`config.mk`:
```
export PLATFORM = sky130hd
export DESIGN_NAME = lock_keypad_driver
export DESIGN_NICKNAME = d
export VERILOG_FILES = /design/src/rtl/lock_keypad_driver.sv
export SDC_FILE = /design/constraint.sdc
export NUM_CORES = 1
export LEC_CHECK = 0
export CAP_MARGIN = 40
export CORE_MARGIN = 2
export CORE_UTILIZATION = 51
export DETAILED_ROUTE_END_ITERATION = 8
export PLACE_DENSITY = 0.81
export SETUP_SLACK_MARGIN = 0.3
export SLEW_MARGIN = 20
export SYNTH_ARGS = -nofsm -noshare
export SYNTH_HDL_FRONTEND = slang
export SYNTH_SLANG_ARGS = --single-unit
```
`constraint.sdc`:
```
create_clock -name clk -period 3.6 [get_ports clk]
set_input_delay 0.36 -clock clk [delete_from_list [all_inputs] [get_ports clk]]
set_output_delay 0.36 -clock clk [all_outputs]
set_load 0.01 [all_outputs]
```
`src/rtl/lock_keypad_driver.sv`:
```
// lock_keypad_driver
//
// Keypad-side front end for the digital lock. The raw key strobe is
// synchronized and debounced. Each accepted press latches the 4-bit key code
// onto input_code and pulses code_valid for one cycle. During that cycle the
// lock's combinational unlock/alarm response is sampled. A success opens a
// timed door window. A failure is counted, and repeated failures escalate to
// a timed lockout.
//
// Parameters:
//   DEBOUNCE_CYCLES  synchronized-high cycles needed to accept a press (1..255)
//   MAX_ATTEMPTS     consecutive failures that trigger lockout (1..7)
//   OPEN_CYCLES      door_open duration in cycles (1..65535)
//   LOCKOUT_CYCLES   lockout duration in cycles (1..65535)
//
// Ports:
//   clk          single clock, rising edge
//   reset        asynchronous, active-high reset
//   key_press    raw, asynchronous, bouncy key strobe
//   key_data     code of the pressed key, stable while key_press is high
//   unlock       lock response (combinational from input_code)
//   alarm        lock response (combinational from input_code)
//   input_code   registered code presented to the lock
//   code_valid   one-cycle pulse; the lock response is sampled in this cycle
//   door_open    high during the open window
//   lockout      high during the lockout window
//   fail_count   consecutive failures since last success or lockout expiry

module lock_keypad_driver #(
  parameter int DEBOUNCE_CYCLES = 4,
  parameter int MAX_ATTEMPTS    = 3,
  parameter int OPEN_CYCLES     = 8,
  parameter int LOCKOUT_CYCLES  = 16
) (
  input  logic       clk,
  input  logic       reset,
  input  logic       key_press,
  input  logic [3:0] key_data,
  input  logic       unlock,
  input  logic       alarm,
  output logic [3:0] input_code,
  output logic       code_valid,
  output logic       door_open,
  output logic       lockout,
  output logic [2:0] fail_count
);

  localparam logic [1:0] S_IDLE    = 2'd0;
  localparam logic [1:0] S_CHECK   = 2'd1;
  localparam logic [1:0] S_OPEN    = 2'd2;
  localparam logic [1:0] S_LOCKOUT = 2'd3;

  localparam logic [7:0]  DEB_MAX   = 8'(DEBOUNCE_CYCLES);
  localparam logic [2:0]  MAX_FAIL  = 3'(MAX_ATTEMPTS);
  // Timers load with count-1 so the output stays high for exactly N cycles.
  localparam logic [15:0] OPEN_LAST = 16'(OPEN_CYCLES - 1);
  localparam logic [15:0] LOCK_LAST = 16'(LOCKOUT_CYCLES - 1);

  logic        sync1_reg;
  logic        kp_s;
  logic [7:0]  deb_cnt_reg;
  logic        accept;
  logic [1:0]  state_reg;
  logic [15:0] timer_reg;
  logic [2:0]  fail_next;

  // Two-flop synchronizer on the raw strobe.
  always_ff @(posedge clk or posedge reset) begin
    if (reset) begin
      sync1_reg <= 1'b0;
      kp_s      <= 1'b0;
    end else begin
      sync1_reg <= key_press;
      kp_s      <= sync1_reg;
    end
  end

  // The debounce counter saturates at DEB_MAX. Because it saturates, a long
  // hold produces only one acceptance, and the key must be released to re-arm.
  always_ff @(posedge clk or posedge reset) begin
    if (reset) begin
      deb_cnt_reg <= 8'd0;
    end else if (!kp_s) begin
      deb_cnt_reg <= 8'd0;
    end else if (deb_cnt_reg != DEB_MAX) begin
      deb_cnt_reg <= deb_cnt_reg + 8'd1;
    end
  end

  // Acceptance is the edge on which the counter reaches DEB_MAX.
  assign accept    = kp_s && (deb_cnt_reg == DEB_MAX - 8'd1);
  assign fail_next = fail_count + 3'd1;

  always_ff @(posedge clk or posedge reset) begin
    if (reset) begin
      state_reg  <= S_IDLE;
      input_code <= 4'd0;
      code_valid <= 1'b0;
      door_open  <= 1'b0;
      lockout    <= 1'b0;
      fail_count <= 3'd0;
      timer_reg  <= 16'd0;
    end else begin
      case (state_reg)
        S_IDLE: begin
          // Acceptances outside IDLE are dropped, not queued.
          if (accept) begin
            input_code <= key_data;
            code_valid <= 1'b1;
            state_reg  <= S_CHECK;
          end
        end
        S_CHECK: begin
          code_valid <= 1'b0;
          // Alarm wins over unlock when the lock reports both.
          if (alarm) begin
            fail_count <= fail_next;
            if (fail_next == MAX_FAIL) begin
              lockout   <= 1'b1;
              timer_reg <= LOCK_LAST;
              state_reg <= S_LOCKOUT;
            end else begin
              state_reg <= S_IDLE;
            end
          end else if (unlock) begin
            fail_count <= 3'd0;
            door_open  <= 1'b1;
            timer_reg  <= OPEN_LAST;
            state_reg  <= S_OPEN;
          end else begin
            state_reg <= S_IDLE;
          end
        end
        S_OPEN: begin
          if (timer_reg == 16'd0) begin
            door_open <= 1'b0;
            state_reg <= S_IDLE;
          end else begin
            timer_reg <= timer_reg - 16'd1;
          end
        end
        S_LOCKOUT: begin
          if (timer_reg == 16'd0) begin
            lockout    <= 1'b0;
            fail_count <= 3'd0;
            state_reg  <= S_IDLE;
          end else begin
            timer_reg <= timer_reg - 16'd1;
          end
        end
        default: state_reg <= S_IDLE;
      endcase
    end
  end

endmodule

```
Word level (Yosys, flattened, before mapping) --
Index checks and enable logic that the tools add are counted.
Cells by class: add/subtract/negate cells 3, $mul 0, div/mod/pow operators 0, order comparisons 0, eq/ne operators 18, shift-type cells 0, muxes and demuxes 26, bitwise logic cells 0, reductions and logical operators 15
Operators with widths (number):
- 16-bit 2-to-1 mux | 4
- 16-bit case mux with 2 select lines | 1
- 16-bit zero test | 1
- 8-bit 2-to-1 mux | 2
- 2-bit != test (second input constant) | 8
- 16-bit by 1-bit subtractor with 16-bit output (second input constant) | 1
- 4-bit AND reduction | 3
- 2-bit 2-to-1 mux | 5
- 3-bit 2-to-1 mux | 3
- 8-bit by 1-bit adder with 8-bit output (second input constant) | 1
- 8-bit by 2-bit equality test with 1-bit output (second input constant) | 1
- 8-bit by 3-bit != test with 1-bit output (second input constant) | 1
- 2-bit nonzero test | 4
- 1-bit 2-to-1 mux | 6
- 3-bit != test (second input constant) | 2
- 1-bit case mux with 2 select lines | 3
- 2-bit case mux with 3 select lines | 1
- 3-bit case mux with 2 select lines | 1
- 2-bit AND reduction | 3
- 2-bit equality test (second input constant) | 2
- 2-bit by 1-bit != test with 1-bit output (second input constant) | 2
- 3-bit by 1-bit adder with 3-bit output (second input constant) | 1
- 3-bit by 2-bit equality test with 1-bit output (second input constant) | 1
- 3-bit AND reduction | 1
- other kinds (4) | 4
Storage, ports and cells: flip-flop bits (word level) 38, latch bits 0, RAM bits 0, bits in read-only memories 0, word-level logic and storage cells 72, memories kept 0

Logic depth before layout (Yosys ltp) --
Gate-level depths: netlist of the first run.
depth after elaboration 5, mapped depth 7, depth with buffers taken out 7

Worst setup path after synthesis of the first run --
OpenSTA, ideal clock, no wires.
path kind flip-flop to flip-flop, from register fail_count[0], to register timer_reg[5], setup time 0.136 ns, arrival 1.790 ns, path slack 1.674 ns, stages on the path, launching flop included 8, period minus slack after synthesis 1.926 ns, cell sequence dfrtp_1 > ha_1 > xnor2_1 > and4_1 > o32ai_4 > buf_4 > o41ai_1 > a21oi_1
Between the ends: cells in the longest elaborated chain, start to end 4
RTL lines:
- start: declaration | line 45 | output logic [2:0] fail_count
- start signal: assignment | line 117 | fail_count <= fail_next;
- 3-bit by 1-bit adder with 3-bit output | line 92 | assign fail_next = fail_count + 3'd1;
- 3-bit by 2-bit equality test with 1-bit output | line 118 | if (fail_next == MAX_FAIL) begin
- 3-bit != test (no line)
- 4-bit AND reduction (no line)
- end signal: assignment | line 139 | timer_reg <= timer_reg - 16'd1;
- end signal: assignment | line 148 | timer_reg <= timer_reg - 16'd1;
- end: declaration | line 64 | logic [15:0] timer_reg;
No other way between the ends. A chain may end at the register's enable or synchronous reset.

Worst setup path in the final report of the first run --
from register timer_reg[6], to register timer_reg[2]
Between the ends: cells in the longest elaborated chain, start to end 3
RTL lines (line):
- 16-bit zero test | 135, 143
- 2-bit != test (no line)
- 4-bit AND reduction (no line)
No other way between the ends.

==> reports/results.ini, run 1 <==
[timing]
relSlewSlack_pct = 57.30
finalCritPeriodShare_pct = 63.86
min_period_ns = 2.299
rsz0062_at_grt = false
fin_worst_skew_ns = 0.004850
setup_viol = 0
hold_ws_ns = 0.3533
fin_setup_tns_ns = 0
hold_viol_final = 0
fmax_mhz = 435.0
drv_slew = 0
worstMarginPinSlew_ns = 0.6405

[global_route]
antenna_found_initial = 0
grt_pass1_vias = 1324
grt_overflow = 0
grt_usage_pct = 18.87
grt_max_degree = 39
grt_pass1_wl_mm = 6.189

[yosys]
yosys_warnings = 0
synth_ff_type = dfrtp_1
synth.top_cells.by_area = dfrtp_1 49%, nor2_1 3.6%, ha_1 3.2%
netlist_instances = 189
yosys.area_share.adder_pct = 3.199
synth-edff-count = 0
synth_compound_area_share_pct = 14.27
synth.top_cell.area_share_pct = 48.62
yosys.area.top_type = dfrtp_1
synthMuxAreaShare_pct = 3.839
synth_cell_type_count = 50
ys_seq_area_share_pct = 48.62
synthArstFlopShare_pct = 100.0
syn_area_per_cell_um2 = 10.35
synth_top_family_by_area = simple AND/OR/NAND/NOR gates
netlist_top_cells_count = 38 x dfrtp_1, 19 x nor2_1, 12 x a21oi_1, 12 x nand2_1, 11 x inv_1
synth.most_common_cell = dfrtp_1
syn_nets = 203
synth_area_mm2 = 0.001956
synth_seq_cells = 38
synth-xor-area-share_pct = 3.583
synth-simple-area-share_pct = 23.42

[layout]
nets = 226
finalNonFillerCells = 261
drive_gt1_share_pct = 13.15
n_antenna_cell = 0
multi_input_comb_area_um2 = 944.7
largest_register_ffs = 16
synthToLayoutAreaGrowth_pct = 16.76
regArea_um2 = 950.9
design_area_mm2 = 0.002283
fillerInstances = 297

[power]
p_per_area_mw_per_mm2 = 712.3
power_switching_uw = 613.1
power_frac_seq_pct = 44.8
leakagePower_uw = 0.0009975
p_int_uw = 1013
clkPwrFrac_pct = 19.0
total_power_uw = 1627
power_frac_comb_pct = 36.2
switching_share_pct = 37.69
ir_drop_uv = 441.9

[cts]
cts_num_sinks = 38
cts-root-buf = clkbuf_8
tritoncts = done
cts_buffers = 5
post_cts_buffers = 0
h-tree-depth = 2
clockBufferDepth = 2
clkTransAtPathRegs_ns = 0.08
hold_buffers = 0
insertion_delay_ns = 0.29
cts_resized = 0

[place]
placed_cell_area_mm2 = 0.002188
port_buffers = 18
place_congestion = 0.8210
dp.cells = 253
hpwl_mm = 2.607

[critical_path]
cp_max_fo = 18
arrival_ns = 2.51
end_kind = register
crit_chain = nor4_4 -> nand4b_2 -> o32ai_4 -> inv_2 -> and3_1 -> o21ai_1
cp_slowest_cell = o32ai_4
critPathMaxStageDelay_ns = 0.64
path_buf_inv = 1
crit_required_ns = 3.81
cpLargestDelayFamily = simple AND/OR/NAND/NOR gates
worstSetupPathType = reg2reg
start_kind = register

[floorplan]
die_w_um = 65.93
placementRows = 22
ios = 19
die_h_um = 65.93
initial_core_util_pct = 53.42
design.core.area_mm2 = 0.003661
dieArea_mm2 = 0.004346

[drt]
drc = 0
dr.pass1.iters = 4
viasPerCell = 5.529
wl_per_cell_um = 13.96
vias = 1443
first_iter_violations = 27
antenna_left = 0
wl_mm = 3.644

[hold_path]
hold_class = reg2reg

[outcome]
status = completed

[flow_run]
max-cap-violations = 0

==> worst paths after layout <==
kind	from	end	slack (ns)	depth (start not counted)
min reg2reg	sync1_reg	kp_s	0.35	0
min in group asynchronous	reset	timer_reg[10]	0.49	3
min	sync1_reg	kp_s	0.35	0
max in group asynchronous	reset	timer_reg[4]	2.78	3
max reg2reg	timer_reg[6]	timer_reg[2]	1.30	6
max	timer_reg[6]	timer_reg[2]	1.30	6
==> per-layer routing <==
| layer | vias to the layer above | track usage, % | wire, um |
|---|---|---|---|
| met5 | - | 0 | 0 |
| met4 | 0 | 6.250 | 46 |
| met3 | 4 | 4.089 | 103 |
| met2 | 24 | 29.67 | 1703 |
| met1 | 686 | 25.92 | 1790 |
| li1 | 729 | - | - |
==> cells by family (layout without fill, tap and decap cells) <==
kind of cell / count (synthesis) / after routing
muxes: 7 / 7
AOI/OAI and AO/OA: 39 / 39
and+or+nand+nor: 77 / 77
buffers and inverters: 15 / 39
DFF: 38 / 38
xor gates and xnor gates: 8 / 8
adders and majority gates: 5 / 5
==> stage by stage <==
stage / worst slack, ns / utilization (%)
finish: 1.301 / 62.37
global route: 1.117 / 62.37
CTS: 1.281 / 62.37
detailed placement: 1.192 / 59.77
global placement: 1.253 / 59.77
floorplan: 1.674 / -
==> cells in the final DEF, fill, tap and decap left out, drive strengths merged, types with 3 or more instances in the layout <==
cell / netlist / layout
inv: 12 / 12
or4: 7 / 7
o31ai: 6 / 6
o21ai: 8 / 8
xnor2: 4 / 4
mux2: 4 / 4
nor3: 5 / 5
nand2: 13 / 13
nor2: 19 / 19
clkdlybuf4s50: 0 / 18
dfrtp: 38 / 38
a21oi: 12 / 12
clkbuf: 2 / 6
nand3: 7 / 7
xor2: 4 / 4
mux2i: 3 / 3
ha: 5 / 5
and3: 3 / 3
or3: 4 / 4
or2: 4 / 4
==> cell type report <==
type	count	area share, %
Multi-Input combinational cell	136	41.37
Tap cell	48	2.630
Clock inverter	2	0.5479
Timing Repair Buffer	19	8.219
Clock buffer	6	3.616
Inverter	12	1.973
Sequential cell	38	41.64
==> power by group through the flow <==
stage          clock network, uW  logic (uW)  registers (uW)
2_1_floorplan                  0         421             707
3_3_place_gp                   0         571             728
3_5_place_dp                   0         589             734
4_1_cts                      316         594             726
5_1_grt                      333         660             750
6_report                     309         590             728
Note: power is estimated with default switching activity, not from simulation.
==> run 2, diff against run 1 <==
PLACE_DENSITY = 0.84   (was 0.81)
clock period = 2.1 ns   (was 3.6 ns; I/O delays follow)
==> reports/results.ini, run 2 (synthesis gave the netlist of run 1 again) <==
[timing]
fmax_mhz = 507.7  ; +17%
finalCritPeriodShare_pct = 93.80  ; +30 points
rsz0062_at_grt = true
min_period_ns = 1.970  ; -0.3293 ns
relSlewSlack_pct = 62.42  ; +5.1 points
drv_slew = 0  ; unchanged
hold_viol_final = 0  ; unchanged
worstMarginPinSlew_ns = 0.5636  ; -0.07687 ns
fin_worst_skew_ns = 0.005152  ; +0.0003017 ns
setup_viol = 0  ; unchanged
fin_setup_tns_ns = 0  ; unchanged

[layout]
largest_register_ffs = 16  ; unchanged
n_antenna_cell = 0  ; unchanged
design_area_mm2 = 0.002748  ; +20%
synthToLayoutAreaGrowth_pct = 40.50
drive_gt1_share_pct = 34.01  ; +21 points
final_common_cell = dfrtp_1
nets = 260  ; +15%
fillerInstances = 209  ; -30%
most-common-layout-cells = 37 x dfrtp_1, 29 x buf_4, 18 x clkdlybuf4s50_1

[drt]
antenna_left = 0  ; unchanged
wl_met3_um = 326  ; +220%
wl_per_cell_um = 19.01  ; +36%
wl_mm = 5.609  ; +54%
dr.pass1.iters = 4  ; unchanged
drc = 0  ; unchanged
viasPerCell = 6.031  ; +9.1%
routed.top_layer = met4
dr_wl_met2_mm = 2.853  ; +68%
first_iter_violations = 91  ; +240%
wl_met1_mm = 2.313  ; +29%
vias = 1779  ; +23%

[critical_path]
end_kind = register
crit_required_ns = 2.33  ; -1.48 ns
arrival_ns = 2.20  ; -0.31 ns
cp_max_fo = 3  ; -15
cp_common_cell = or4_4
critPathMaxStageDelay_ns = 0.50  ; -0.14 ns
start_kind = register
worstSetupPathType = reg2reg
cp_slowest_cell = or4_4
crit_chain = or3_4 -> or4_4 -> or4_4 -> a21oi_2

[cts]
clockBufferDepth = 2  ; unchanged
cts_num_sinks = 38  ; unchanged
clkTransAtPathRegs_ns = 0.08  ; about the same
tritoncts = done
insertion_delay_ns = 0.30  ; about the same
cts-root-buf = clkbuf_8
cts_buffers = 5  ; unchanged
h-tree-depth = 2  ; unchanged

[floorplan]
die_w_um = 65.93  ; unchanged
initial_core_util_pct = 53.42  ; unchanged
placementRows = 22  ; unchanged
die_h_um = 65.93  ; unchanged
dieArea_mm2 = 0.004346  ; unchanged
design.core.area_mm2 = 0.003661  ; unchanged
ios = 19  ; unchanged

[place]
hpwl_mm = 2.779  ; +6.6%
placed_cell_area_mm2 = 0.002231  ; +1.9%
port_buffers = 18  ; unchanged
place_congestion = 0.7909  ; -3.7%

[global_route]
antenna_found_initial = 0  ; unchanged
grt_max_degree = 39  ; unchanged
grt_pass1_vias = 1612  ; +22%
grt_usage_pct = 23.00  ; +4.1 points
grt_overflow = 0  ; unchanged
grt_pass1_wl_mm = 7.452  ; +20%

[outcome]
status = completed

[flow_run]
max-cap-violations = 0  ; unchanged

[hold_path]
hold_class = in2async

[power]
total_power_uw = 3694  ; +130%
ir_drop_uv = 1087  ; +150%
p_per_area_mw_per_mm2 = 1344  ; +89%
leakagePower_uw = 0.001220  ; +22%

run 2: changes by cell type in the layout (fill, tap and decap cells not counted), sizes merged:
cell,change
buf,+34
bufinv,+2
clkinvlp,-1
clkinv,-1
run 2: worst paths after layout:
path,start,to,slack (ns),cells past startpoint
max,timer_reg[3],timer_reg[7],0.13,4
min,reset,timer_reg[13],0.32,3
max reg2reg,timer_reg[3],timer_reg[7],0.13,4
min reg2reg,sync1_reg,kp_s,0.35,0
max in group asynchronous,reset,timer_reg[7],1.42,3
min in group clk,sync1_reg,kp_s,0.35,0
run 2: area by class of cell:
cell class	instances	area, um2	share of cell area, %
sequential	38	952.2	34.65
multi-input combinational	136	1082	39.39
clock inverter	2	60.06	2.186
inverter	12	45.04	1.639
clock buffer	6	82.58	3.005
timing repair buffer	53	465.4	16.94
tap	48	60.06	2.186
run 2: worst max-delay path: cells and delay by family, from the launching register on:
kind / cells / cell delay (ns)
DFF: 1 / 0.41
AOI/OAI and AO/OA: 1 / 0.12
and+or+nand+nor: 3 / 1.38
run 2: through the flow:
stage | std cells | worst slack (ns) | hold slack (ns) | util, %
2_1_floorplan | 189 | 0.2375 | 0.2414 | -
3_3_place_gp | 257 | 0.1194 | 0.3398 | 60.94
3_5_place_dp | 257 | 0.04999 | 0.3387 | 60.94
4_1_cts | 278 | 0.1575 | 0.3383 | 68.39
5_1_grt | 295 | 0.05670 | 0.3406 | 75.05
6_report | 295 | 0.1303 | 0.3244 | 75.05
run 2: report_power, final:
part	internal, uW	switching, uW
Sequential	970	279
Clock	507	275
Combinational	869	793
run 2: metal layers:
metal,GRT usage [%],vias up
met2,36.62,77
li1,-,799
met1,29.85,892
met4,9.896,0
met5,0,-
met3,5.622,11
run 2: timing repair:
item / in CTS / in global routing
hold buffers: 0 / 0
gates resized for setup: 7 / 28
setup endpoints to repair: 23 / 28
setup buffers: 13 / 17
hold endpoints to repair: 0 / 0
pin swaps: 8 / 18
==> run 3, diff against run 2 <==
PLACE_DENSITY = 0.79   (was 0.84)
==> reports/results.ini, run 3 (synthesis gave the netlist of run 1 again) <==
[outcome]
status = completed

[timing]
relSlewSlack_pct = 68.27  ; +5.8 points
fmax_mhz = 516.0  ; +1.6%
fin_setup_tns_ns = 0  ; unchanged
finalCritPeriodShare_pct = 92.29  ; -1.5 points
fin_worst_skew_ns = 0.003665  ; -0.001487 ns
min_period_ns = 1.938  ; -0.03171 ns
worstMarginPinSlew_ns = 0.4760  ; -0.08766 ns
drv_slew = 0  ; unchanged
hold_viol_final = 0  ; unchanged
setup_viol = 0  ; unchanged
rsz0062_at_grt = true
setup_slack_ns = 0.1620  ; +0.03171 ns

[drt]
viasPerCell = 5.619  ; -6.8%
first_iter_violations = 70  ; -23%
dr.pass1.iters = 4  ; unchanged
vias = 1624  ; -8.7%
wl_mm = 4.388  ; -22%
drc = 0  ; unchanged
antenna_left = 0  ; unchanged
wl_per_cell_um = 15.18  ; -20%

[power]
total_power_uw = 3519  ; -4.7%
leakagePower_uw = 0.001169  ; -4.2%
p_per_area_mw_per_mm2 = 1313  ; -2.3%
ir_drop_uv = 851.6  ; -22%

[layout]
nets = 254  ; -2.3%
most-common-layout-cells = 38 x dfrtp_1, 27 x buf_4, 19 x nor2_1
drive_gt1_share_pct = 32.78  ; -1.2 points
multi_input_comb_area_mm2 = 0.001105  ; +2.1%
largest_register_ffs = 16  ; unchanged
fillerInstances = 234  ; +12%
final_common_cell = dfrtp_1
postLayoutCoreUtil_pct = 73.21  ; -1.8 points
regArea_um2 = 950.9  ; -0.13%
synthToLayoutAreaGrowth_pct = 37.04
n_antenna_cell = 0  ; unchanged

[cts]
h-tree-depth = 2  ; unchanged
insertion_delay_ns = 0.29  ; about the same
clkTransAtPathRegs_ns = 0.08  ; about the same
cts_num_sinks = 38  ; unchanged
clockBufferDepth = 2  ; unchanged
cts_buffers = 5  ; unchanged
cts-root-buf = clkbuf_8
tritoncts = done
hold_buffers = 0  ; unchanged

[critical_path]
crit_required_ns = 2.33  ; about the same
critPathMaxStageDelay_ns = 0.49  ; about the same
worstSetupPathType = reg2reg
cpLargestDelayFamily = simple AND/OR/NAND/NOR gates
start_kind = register
arrival_ns = 2.17  ; -0.03 ns
cp_common_cell = or4_4
end_kind = register
crit_chain = or3_4 -> or4_4 -> or4_4 -> a21oi_2
ff2ff_path_depth = 4  ; unchanged
r2r_start = timer_reg[3]
reg2reg_slack_ns = 0.16  ; +0.03 ns
path_buf_inv = 0  ; unchanged
cp_slowest_cell = or4_4
cp_max_fo = 3  ; unchanged
r2r-end = timer_reg[7]

[floorplan]
die_h_um = 65.93  ; unchanged
ios = 19  ; unchanged
dieArea_mm2 = 0.004346  ; unchanged
design.core.area_mm2 = 0.003661  ; unchanged
initial_core_util_pct = 53.42  ; unchanged
placementRows = 22  ; unchanged
die_w_um = 65.93  ; unchanged

[hold_path]
hold_class = in2async

[place]
place_ws_ns = 0.06689  ; +0.01690 ns
hpwl_mm = 2.519  ; -9.4%
place_congestion = 0.7998  ; +1.1%
port_buffers = 18  ; unchanged

[global_route]
grt_max_degree = 39  ; unchanged
grt_pass1_wl_mm = 6.755  ; -9.4%
grt_overflow = 0  ; unchanged
grt_usage_pct = 20.65  ; -2.3 points
antenna_found_initial = 0  ; unchanged
grt_pass1_vias = 1515  ; -6.0%

[flow_run]
max-cap-violations = 0  ; unchanged

==> run 3: cell count changes in the layout (fill, tap and decap cells not counted), moves of 2 or more <==
cell	previous run	this run
buf_6	6	2
ha_2	3	0
ha_4	0	3
a21oi_1	10	8
a21oi_2	2	4
buf_4	29	27
clkinvlp_4	0	2
nor2_1	17	19
==> run 3: final cells by class <==
type | count | share of cell area [%]
timing repair buffer | 47 | 15.13
tap | 48 | 2.241
clock buffer | 5 | 2.568
inverter | 12 | 1.681
sequential | 38 | 35.48
clock inverter | 3 | 1.681
multi-input combinational | 136 | 41.22
==> run 3: through the flow <==
| stage | instance area (um2) | hold slack, ns | cells |
|---|---|---|---|
| floorplan | 1972 | 0.2414 | 189 |
| global placement | 2246 | 0.3367 | 259 |
| detailed placement | 2246 | 0.3549 | 259 |
| CTS | 2564 | 0.3458 | 284 |
| global route | 2680 | 0.3734 | 289 |
| finish | 2680 | 0.3240 | 289 |
==> run 3: worst reg2reg max path, delay by kind of cell (launching register included) <==
family | cells | cell delay, ns
AND/OR/NAND/NOR | 3 | 1.34
AO/OA/AOI/OAI | 1 | 0.12
flip-flops | 1 | 0.42
==> run 3: routing by layer <==
| metal | routed length, um | track usage, % | share of wire, % |
|---|---|---|---|
| met4 | 73 | 9.896 | 1.7 |
| met1 | 1971 | 28.01 | 45 |
| met2 | 2139 | 32.32 | 49 |
| met5 | 0 | 0 | 0 |
| met3 | 204 | 3.237 | 4.6 |
==> run 3: how the worst max path moves through the flow <==
| stage | start | end | cells after the start |
|---|---|---|---|
| global route | timer_reg[7] | timer_reg[3] | 7 |
| global placement | fail_count[0] | timer_reg[8] | 7 |
| floorplan | timer_reg[3] | timer_reg[7] | 4 |
| detailed placement | fail_count[0] | timer_reg[8] | 7 |
| CTS | timer_reg[4] | timer_reg[7] | 4 |
| finish | timer_reg[3] | timer_reg[7] | 4 |
==> run 3: where the power goes <==
| group | total [uW] | internal [uW] | switching [uW] |
|---|---|---|---|
| logic | 1660 | 904 | 760 |
| clock network | 630 | 353 | 276 |
| registers | 1230 | 968 | 258 |
| total | 3520 | 2230 | 1290 |
==> run 3: what timing repair did <==
item	in CTS	in global routing
endpoints found under the hold margin	0	0
buffers inserted	17	5
gates cloned	0	0
endpoints found under the setup margin	18	29
resized for setup	15	17
pin swaps	13	7
